$ cat src/rtl/dma_desc_ctrl.sv
`default_nettype none
// ============================================================================
// dma_desc_ctrl : per-channel DMA descriptor launch/complete controller with
//                 W1C DONE/ERROR status and maskable level interrupt.
// Rev 1.0
// ============================================================================
module dma_desc_ctrl #(
    parameter int N_MM2S          = 3,
    parameter int N_S2MM          = 1,
    parameter int AXI_ADDR_WIDTH  = 32,
    parameter int AXI_DATA_WIDTH  = 32,
    parameter int AXI_LEN_WIDTH   = 32,
    parameter int AXIS_USER_WIDTH = 65,
    parameter int AXI_TAG_WIDTH   = 8,
    localparam int N_CH           = N_MM2S + N_S2MM,
    localparam int DESC_WIDTH     = AXI_ADDR_WIDTH + AXI_LEN_WIDTH
) (
    input  logic                                      clk,
    input  logic                                      rstn,
    input  logic                                      reg_wr_en,
    input  logic [7:0]                                reg_wr_addr,
    input  logic [AXI_DATA_WIDTH-1:0]                 reg_wr_data,
    input  logic [7:0]                                reg_rd_addr,
    output logic [AXI_DATA_WIDTH-1:0]                 reg_rd_data,
    output logic [N_MM2S-1:0][DESC_WIDTH-1:0]         mm2s_desc,
    output logic [N_MM2S-1:0][AXIS_USER_WIDTH-1:0]    mm2s_user,
    output logic [N_MM2S-1:0]                         mm2s_valid,
    input  logic [N_MM2S-1:0]                         mm2s_ready,
    input  logic [N_MM2S-1:0][3:0]                    mm2s_status_error,
    input  logic [N_MM2S-1:0]                         mm2s_status_valid,
    output logic [N_S2MM-1:0][DESC_WIDTH-1:0]         s2mm_desc,
    output logic [N_S2MM-1:0][AXI_TAG_WIDTH-1:0]      s2mm_tag,
    output logic [N_S2MM-1:0]                         s2mm_valid,
    input  logic [N_S2MM-1:0]                         s2mm_ready,
    input  logic [N_S2MM-1:0][3:0]                    s2mm_status_error,
    input  logic [N_S2MM-1:0]                         s2mm_status_valid,
    output logic                                      irq
);

    typedef enum logic [1:0] {
        ST_IDLE = 2'd0,
        ST_REQ  = 2'd1,
        ST_WAIT = 2'd2
    } state_t;

    localparam logic [7:0] A_START    = 8'h00;
    localparam logic [7:0] A_BUSY     = 8'h01;
    localparam logic [7:0] A_DONE     = 8'h02;
    localparam logic [7:0] A_ERROR    = 8'h03;
    localparam logic [7:0] A_IRQEN    = 8'h04;
    localparam logic [7:0] A_CH_BASE  = 8'h10;
    localparam logic [7:0] A_CH_END   = 8'(16 + 4 * N_CH);
    localparam logic [3:0] C_ERR_ZLEN = 4'hF;

    state_t                      state_q   [N_CH];
    state_t                      state_d   [N_CH];
    logic [AXI_DATA_WIDTH-1:0]   addr_q    [N_CH];
    logic [AXI_DATA_WIDTH-1:0]   addr_d    [N_CH];
    logic [AXI_DATA_WIDTH-1:0]   bytes_q   [N_CH];
    logic [AXI_DATA_WIDTH-1:0]   bytes_d   [N_CH];
    logic [AXI_DATA_WIDTH-1:0]   tuser_q   [N_MM2S];
    logic [AXI_DATA_WIDTH-1:0]   tuser_d   [N_MM2S];
    logic [3:0]                  errcode_q [N_CH];
    logic [3:0]                  errcode_d [N_CH];
    logic [AXI_ADDR_WIDTH-1:0]   sh_addr_q [N_CH];
    logic [AXI_ADDR_WIDTH-1:0]   sh_addr_d [N_CH];
    logic [AXI_LEN_WIDTH-1:0]    sh_len_q  [N_CH];
    logic [AXI_LEN_WIDTH-1:0]    sh_len_d  [N_CH];
    logic [AXIS_USER_WIDTH-1:0]  sh_user_q [N_MM2S];
    logic [AXIS_USER_WIDTH-1:0]  sh_user_d [N_MM2S];
    logic [AXI_TAG_WIDTH-1:0]    tag_cnt_q [N_S2MM];
    logic [AXI_TAG_WIDTH-1:0]    tag_cnt_d [N_S2MM];
    logic [AXI_TAG_WIDTH-1:0]    sh_tag_q  [N_S2MM];
    logic [AXI_TAG_WIDTH-1:0]    sh_tag_d  [N_S2MM];
    logic [N_CH-1:0]             done_q, done_d;
    logic [N_CH-1:0]             error_q, error_d;
    logic [N_CH-1:0]             irq_en_q, irq_en_d;

    logic [N_CH-1:0]             w_ready;
    logic [N_CH-1:0]             w_stat_valid;
    logic [3:0]                  w_stat_err [N_CH];
    logic [N_CH-1:0]             w_start;
    logic [N_CH-1:0]             w_clr_done;
    logic [N_CH-1:0]             w_clr_err;
    logic [N_CH-1:0]             w_busy;
    logic [N_CH-1:0]             w_launch;
    logic [N_CH-1:0]             w_hs;
    logic [N_CH-1:0]             w_set_done;
    logic [N_CH-1:0]             w_set_err;
    logic                        w_wr_ch_hit;
    logic                        w_rd_ch_hit;
    logic [7:0]                  w_wr_ch;
    logic [7:0]                  w_rd_ch;

    assign w_start    = (reg_wr_en && reg_wr_addr == A_START) ? reg_wr_data[N_CH-1:0] : '0;
    assign w_clr_done = (reg_wr_en && reg_wr_addr == A_DONE)  ? reg_wr_data[N_CH-1:0] : '0;
    assign w_clr_err  = (reg_wr_en && reg_wr_addr == A_ERROR) ? reg_wr_data[N_CH-1:0] : '0;

    assign w_wr_ch_hit = (reg_wr_addr >= A_CH_BASE) && (reg_wr_addr < A_CH_END);
    assign w_rd_ch_hit = (reg_rd_addr >= A_CH_BASE) && (reg_rd_addr < A_CH_END);
    assign w_wr_ch     = (reg_wr_addr - A_CH_BASE) >> 2;
    assign w_rd_ch     = (reg_rd_addr - A_CH_BASE) >> 2;

    // MM2S channels occupy indices 0..N_MM2S-1, S2MM channels follow.
    for (genvar i = 0; i < N_MM2S; i++) begin : g_mm2s
        assign w_ready[i]      = mm2s_ready[i];
        assign w_stat_valid[i] = mm2s_status_valid[i];
        assign w_stat_err[i]   = mm2s_status_error[i];
        assign mm2s_valid[i]   = (state_q[i] == ST_REQ);
        assign mm2s_desc[i]    = {sh_len_q[i], sh_addr_q[i]};
        assign mm2s_user[i]    = sh_user_q[i];
    end

    for (genvar j = 0; j < N_S2MM; j++) begin : g_s2mm
        assign w_ready[N_MM2S+j]      = s2mm_ready[j];
        assign w_stat_valid[N_MM2S+j] = s2mm_status_valid[j];
        assign w_stat_err[N_MM2S+j]   = s2mm_status_error[j];
        assign s2mm_valid[j]          = (state_q[N_MM2S+j] == ST_REQ);
        assign s2mm_desc[j]           = {sh_len_q[N_MM2S+j], sh_addr_q[N_MM2S+j]};
        assign s2mm_tag[j]            = sh_tag_q[j];
    end

    // Per-channel FSM. A START can only be taken in IDLE, and completions only
    // occur in WAIT, so a same-cycle START/completion naturally drops the START.
    always_comb begin
        w_launch   = '0;
        w_hs       = '0;
        w_set_done = '0;
        w_set_err  = '0;
        w_busy     = '0;
        for (int c = 0; c < N_CH; c++) begin
            state_d[c]   = state_q[c];
            errcode_d[c] = errcode_q[c];
            sh_addr_d[c] = sh_addr_q[c];
            sh_len_d[c]  = sh_len_q[c];
            w_busy[c]    = (state_q[c] != ST_IDLE);
            case (state_q[c])
                ST_IDLE: begin
                    if (w_start[c]) begin
                        if (AXI_LEN_WIDTH'(bytes_q[c]) == '0) begin
                            w_set_err[c] = 1'b1;
                            errcode_d[c] = C_ERR_ZLEN;
                        end else begin
                            w_launch[c]  = 1'b1;
                            state_d[c]   = ST_REQ;
                            sh_addr_d[c] = AXI_ADDR_WIDTH'(addr_q[c]);
                            sh_len_d[c]  = AXI_LEN_WIDTH'(bytes_q[c]);
                        end
                    end
                end
                ST_REQ: begin
                    if (w_ready[c]) begin
                        w_hs[c]    = 1'b1;
                        state_d[c] = ST_WAIT;
                    end
                end
                ST_WAIT: begin
                    if (w_stat_valid[c]) begin
                        state_d[c]   = ST_IDLE;
                        errcode_d[c] = w_stat_err[c];
                        if (w_stat_err[c] == 4'h0) begin
                            w_set_done[c] = 1'b1;
                        end else begin
                            w_set_err[c] = 1'b1;
                        end
                    end
                end
                default: state_d[c] = ST_IDLE;
            endcase
        end
    end

    // The tag shown with a descriptor is the counter value at launch time.
    always_comb begin
        for (int m = 0; m < N_MM2S; m++) begin
            sh_user_d[m] = w_launch[m] ? AXIS_USER_WIDTH'(tuser_q[m]) : sh_user_q[m];
        end
        for (int s = 0; s < N_S2MM; s++) begin
            tag_cnt_d[s] = tag_cnt_q[s];
            if (w_hs[N_MM2S+s]) begin
                tag_cnt_d[s] = tag_cnt_q[s] + 1'b1;
            end
            sh_tag_d[s] = w_launch[N_MM2S+s] ? tag_cnt_q[s] : sh_tag_q[s];
        end
    end

    always_comb begin
        for (int c = 0; c < N_CH; c++) begin
            addr_d[c]  = addr_q[c];
            bytes_d[c] = bytes_q[c];
        end
        for (int m = 0; m < N_MM2S; m++) begin
            tuser_d[m] = tuser_q[m];
        end
        irq_en_d = irq_en_q;
        if (reg_wr_en && reg_wr_addr == A_IRQEN) begin
            irq_en_d = reg_wr_data[N_CH-1:0];
        end
        if (reg_wr_en && w_wr_ch_hit) begin
            for (int c = 0; c < N_CH; c++) begin
                if (w_wr_ch == 8'(c)) begin
                    if (reg_wr_addr[1:0] == 2'd0) addr_d[c]  = reg_wr_data;
                    if (reg_wr_addr[1:0] == 2'd1) bytes_d[c] = reg_wr_data;
                end
            end
            for (int m = 0; m < N_MM2S; m++) begin
                if (w_wr_ch == 8'(m) && reg_wr_addr[1:0] == 2'd2) tuser_d[m] = reg_wr_data;
            end
        end
        // Hardware set is applied after the W1C so it wins on the same bit.
        done_d  = (done_q  & ~w_clr_done) | w_set_done;
        error_d = (error_q & ~w_clr_err)  | w_set_err;
    end

    always_comb begin
        reg_rd_data = '0;
        case (reg_rd_addr)
            A_BUSY:  reg_rd_data = AXI_DATA_WIDTH'(w_busy);
            A_DONE:  reg_rd_data = AXI_DATA_WIDTH'(done_q);
            A_ERROR: reg_rd_data = AXI_DATA_WIDTH'(error_q);
            A_IRQEN: reg_rd_data = AXI_DATA_WIDTH'(irq_en_q);
            default: ;
        endcase
        if (w_rd_ch_hit) begin
            for (int c = 0; c < N_CH; c++) begin
                if (w_rd_ch == 8'(c)) begin
                    case (reg_rd_addr[1:0])
                        2'd0:    reg_rd_data = addr_q[c];
                        2'd1:    reg_rd_data = bytes_q[c];
                        2'd3:    reg_rd_data = AXI_DATA_WIDTH'(errcode_q[c]);
                        default: ;
                    endcase
                end
            end
            for (int m = 0; m < N_MM2S; m++) begin
                if (w_rd_ch == 8'(m) && reg_rd_addr[1:0] == 2'd2) reg_rd_data = tuser_q[m];
            end
        end
    end

    assign irq = |((done_q | error_q) & irq_en_q);

    always_ff @(posedge clk) begin
        if (!rstn) begin
            for (int c = 0; c < N_CH; c++) begin
                state_q[c]   <= ST_IDLE;
                addr_q[c]    <= '0;
                bytes_q[c]   <= '0;
                errcode_q[c] <= '0;
                sh_addr_q[c] <= '0;
                sh_len_q[c]  <= '0;
            end
            for (int m = 0; m < N_MM2S; m++) begin
                tuser_q[m]   <= '0;
                sh_user_q[m] <= '0;
            end
            for (int s = 0; s < N_S2MM; s++) begin
                tag_cnt_q[s] <= '0;
                sh_tag_q[s]  <= '0;
            end
            done_q   <= '0;
            error_q  <= '0;
            irq_en_q <= '0;
        end else begin
            state_q   <= state_d;
            addr_q    <= addr_d;
            bytes_q   <= bytes_d;
            errcode_q <= errcode_d;
            sh_addr_q <= sh_addr_d;
            sh_len_q  <= sh_len_d;
            tuser_q   <= tuser_d;
            sh_user_q <= sh_user_d;
            tag_cnt_q <= tag_cnt_d;
            sh_tag_q  <= sh_tag_d;
            done_q    <= done_d;
            error_q   <= error_d;
            irq_en_q  <= irq_en_d;
        end
    end

endmodule
`default_nettype wire

$ cat config.mk
export PLATFORM = sky130hd
export DESIGN_NAME = dma_desc_ctrl
export DESIGN_NICKNAME = d
export VERILOG_FILES = /design/src/rtl/dma_desc_ctrl.sv
export SDC_FILE = /design/constraint.sdc
export NUM_CORES = 2
export LEC_CHECK = 0
export BUFFER_PORTS_ARGS = -buffer_cell sky130_fd_sc_hd__buf_2
export CAP_MARGIN = 5
export CORE_MARGIN = 2
export CORE_UTILIZATION = 45
export DETAILED_ROUTE_END_ITERATION = 7
export PLACE_DENSITY_LB_ADDON = 0.15
export SLEW_MARGIN = 20
export SYNTH_ARGS = -nofsm -noshare
export SYNTH_HDL_FRONTEND = slang
export SYNTH_SLANG_ARGS = --single-unit
export TNS_END_PERCENT = 1
$ cat constraint.sdc
create_clock -name clk -period 2.3 [get_ports clk]
set_input_delay 0.23 -clock clk [delete_from_list [all_inputs] [get_ports clk]]
set_output_delay 0.23 -clock clk [all_outputs]
set_load 0.02 [all_outputs]
==> results.json <==
{
  "start_kind": "flop",
  "dp_hpwl_um": 99400,
  "clock-root-buffer": "clkbuf_16",
  "grt_pass1_vias": 28700,
  "rsz0062_at_grt": "yes",
  "place_ws_ps": -236,
  "die_w_um": 276,
  "drt_iter0_markers": 3420,
  "cts_tree": "built",
  "finalInstanceArea_um2": 41500,
  "avgRoutedWirePerCell_um": 24.5,
  "power_mw": 27.9,
  "arrival_ps": 2390,
  "grt_start_max_net_pins": 142,
  "worstMarginPinSlew_ps": 709,
  "hold_class": "input pin to flop",
  "power_per_cell_area_nw_per_um2": 673,
  "port-buffer-count": 471,
  "synth_area_leader_cell": "dfxtp_1",
  "drv_slew": 0,
  "nFillCells": 6795,
  "ys_top_cells_by_count": "nand2_1 (1524), dfxtp_1 (756), a21boi_0 (453), clkbuf_1 (272), a21boi_1 (260)",
  "final_util_pct": 56.8,
  "violations": "setup timing",
  "cp.required_ps": 2070,
  "fin_skew_ps": 34.3,
  "multi_input_area_um2": 16900,
  "place_area_um2": 37800,
  "synth-main-ff-cell": "dfxtp_1",
  "syn_inst": 4100,
  "met1_length_um": 55100,
  "first_pass_iters": 6,
  "clk_pin_slew_ps": 60,
  "netlist_area_um2": 33200,
  "period_share_pct": 114,
  "tns_ps": -5570,
  "layout-drive-gt1-share_pct": 24.9,
  "status": "finished, violations left",
  "max_slew_margin_pct": 52.7,
  "synthTopCellsByArea": "dfxtp_1 (46%), nand2_1 (17%), a21boi_0 (10%)",
  "setup_violations": 32,
  "grtUsageTotal_pct": 34.9,
  "yosysWarnings": 0,
  "cts_num_sinks": 756,
  "synth_cell_types": 70,
  "ios": 571,
  "route.detailed.drc": 0,
  "antenna_found_initial": 9,
  "met2WireLength_um": 61600,
  "synth_top_cell_area_share_pct": 45.6,
  "setup_ws_ps": -317,
  "clk_latency_ps": 670,
  "dieHeight_um": 276,
  "cts.htree.levels": 3,
  "cts_made_buffers": 80,
  "ff_latch_area_um2": 15300,
  "synth-seq-cells": 756,
  "postRouteWirelength_um": 138000,
  "worst-r2r-setup-slack_ps": 30,
  "yosysMostFrequentCell": "nand2_1",
  "area_delta_synth_final_pct": 24.9,
  "cp_max_fo": 2,
  "max_freq_mhz": 382,
  "via_per_inst": 5.64,
  "grt_pass1_wl_um": 195000,
  "highest_layer": "met5",
  "fp.dieArea_um2": 76000,
  "leakage_nw": 15.6,
  "detail-route-antenna-nets": 0,
  "core_um2": 73000,
  "criticalPathCategory": "flop to primary output",
  "postSynth.asyncResetShare_pct": 0,
  "end_kind": "primary output",
  "rows": 99,
  "wl_met3_um": 12400,
  "grt-ovfl-total": 0,
  "synth-seq-area-share_pct": 45.6,
  "clockBufferDepth": 3,
  "ir_drop_v": 0.000660,
  "gp_congestion": 1.02,
  "syn_area_per_cell_um2": 8.10,
  "final_hold_viol_count": 0,
  "synth_edf_count": 0,
  "vias": 31700,
  "post-route-min-period_ps": 2620,
  "cap_violations": 0,
  "start_util_pct": 45.5,
  "final_nets": 4680
}
==> critical path, cell delays in order (launching register included) <==
cell      delay, ps
dfxtp_4         370
mux4_2          520
a22oi_2         220
nor2_2           60
a211oi_2        300
a21oi_2         120
buf_6           150
==> state kept, by name, indices dropped and copies added, names as in the netlist <==
register and count:
addr_q 128, bytes_q 128, done_q 4, errcode_q 16
error_q 4, irq_en_q 4, mm2s_desc 192, mm2s_user 96
s2mm_desc 64, s2mm_tag 8, state_q 8, tag_cnt_q 8
tuser_q 96
==> routing by layer <==
metal,track usage (%),vias to the layer above
li1,-,14500
met1,45.7,15200
met2,53.9,1600
met3,6.09,373
met4,21.0,8
met5,0,-
==> stage by stage <==
step	hold WS (ps)	instances
finish	71.0	5622
global placement	435	5452
floorplan	365	4198
global route	46.1	5620
detailed placement	441	5452
CTS	30.5	5619
==> path summary, 6_finish.rpt <==
check / from / end / cells past startpoint
worst min register to register: mm2s_desc[181] / mm2s_desc[181] / 2
worst max register to register: bytes_q[33] / errcode_q[5] / 5
worst min-delay path: reg_wr_data[29] / bytes_q[93] / 3
worst max-delay path: bytes_q[117] / reg_rd_data[21] / 6
==> report_power, final <==
| group | internal (mW) | switching [mW] | total, mW |
|---|---|---|---|
| registers | 13.1 | 0.0123 | 13.1 |
| logic | 0.552 | 1.08 | 1.63 |
| clock network | 7.60 | 5.56 | 13.2 |
==> cells by family after synthesis <==
| family | synth area share, % |
|---|---|
| DFF | 45.6 |
| adders and majority gates | 0.0377 |
| muxes | 3.58 |
| other | 0.0113 |
| xor gates and xnor gates | 0.185 |
| AOI/OAI and AO/OA | 22.1 |
| buffers and inverters | 6.82 |
| and+or+nand+nor | 21.6 |
==> cell type report <==
class                   instances  area share, %
multi-input cells            2986           40.7
flip-flops and latches        756           36.9
repair buffers                773           13.2
clock buffers                 113           5.42
well taps                     959           2.89
clock inverters                25          0.860
inverters                       7         0.0634
diodes                          3         0.0181
==> cell usage in the layout, fill, tap and decap left out, drive strengths merged, types with 16 or more instances in the layout <==
cell            n
a22oi          18
dlygate4sd3    28
o221a          17
buf           745
nand3          29
nor2b          30
a221oi         19
a41oi          18
mux2i          40
a21oi          65
nand2        1524
mux2           52
o21ai          58
a31oi          23
nor4           45
nand4          16
dfxtp         756
conb           99
nor2           65
a21boi        713
clkbuf        113
==> repair_timing <==
action,in CTS,in global routing
setup endpoints to repair,32,136
cloned,0,0
setup buffers,2,0
gates resized for setup,208,48
hold buffers,28,0
hold endpoints to repair,67,0
pin swaps,25,16
No activity file was read; power rests on OpenSTA's default activity.
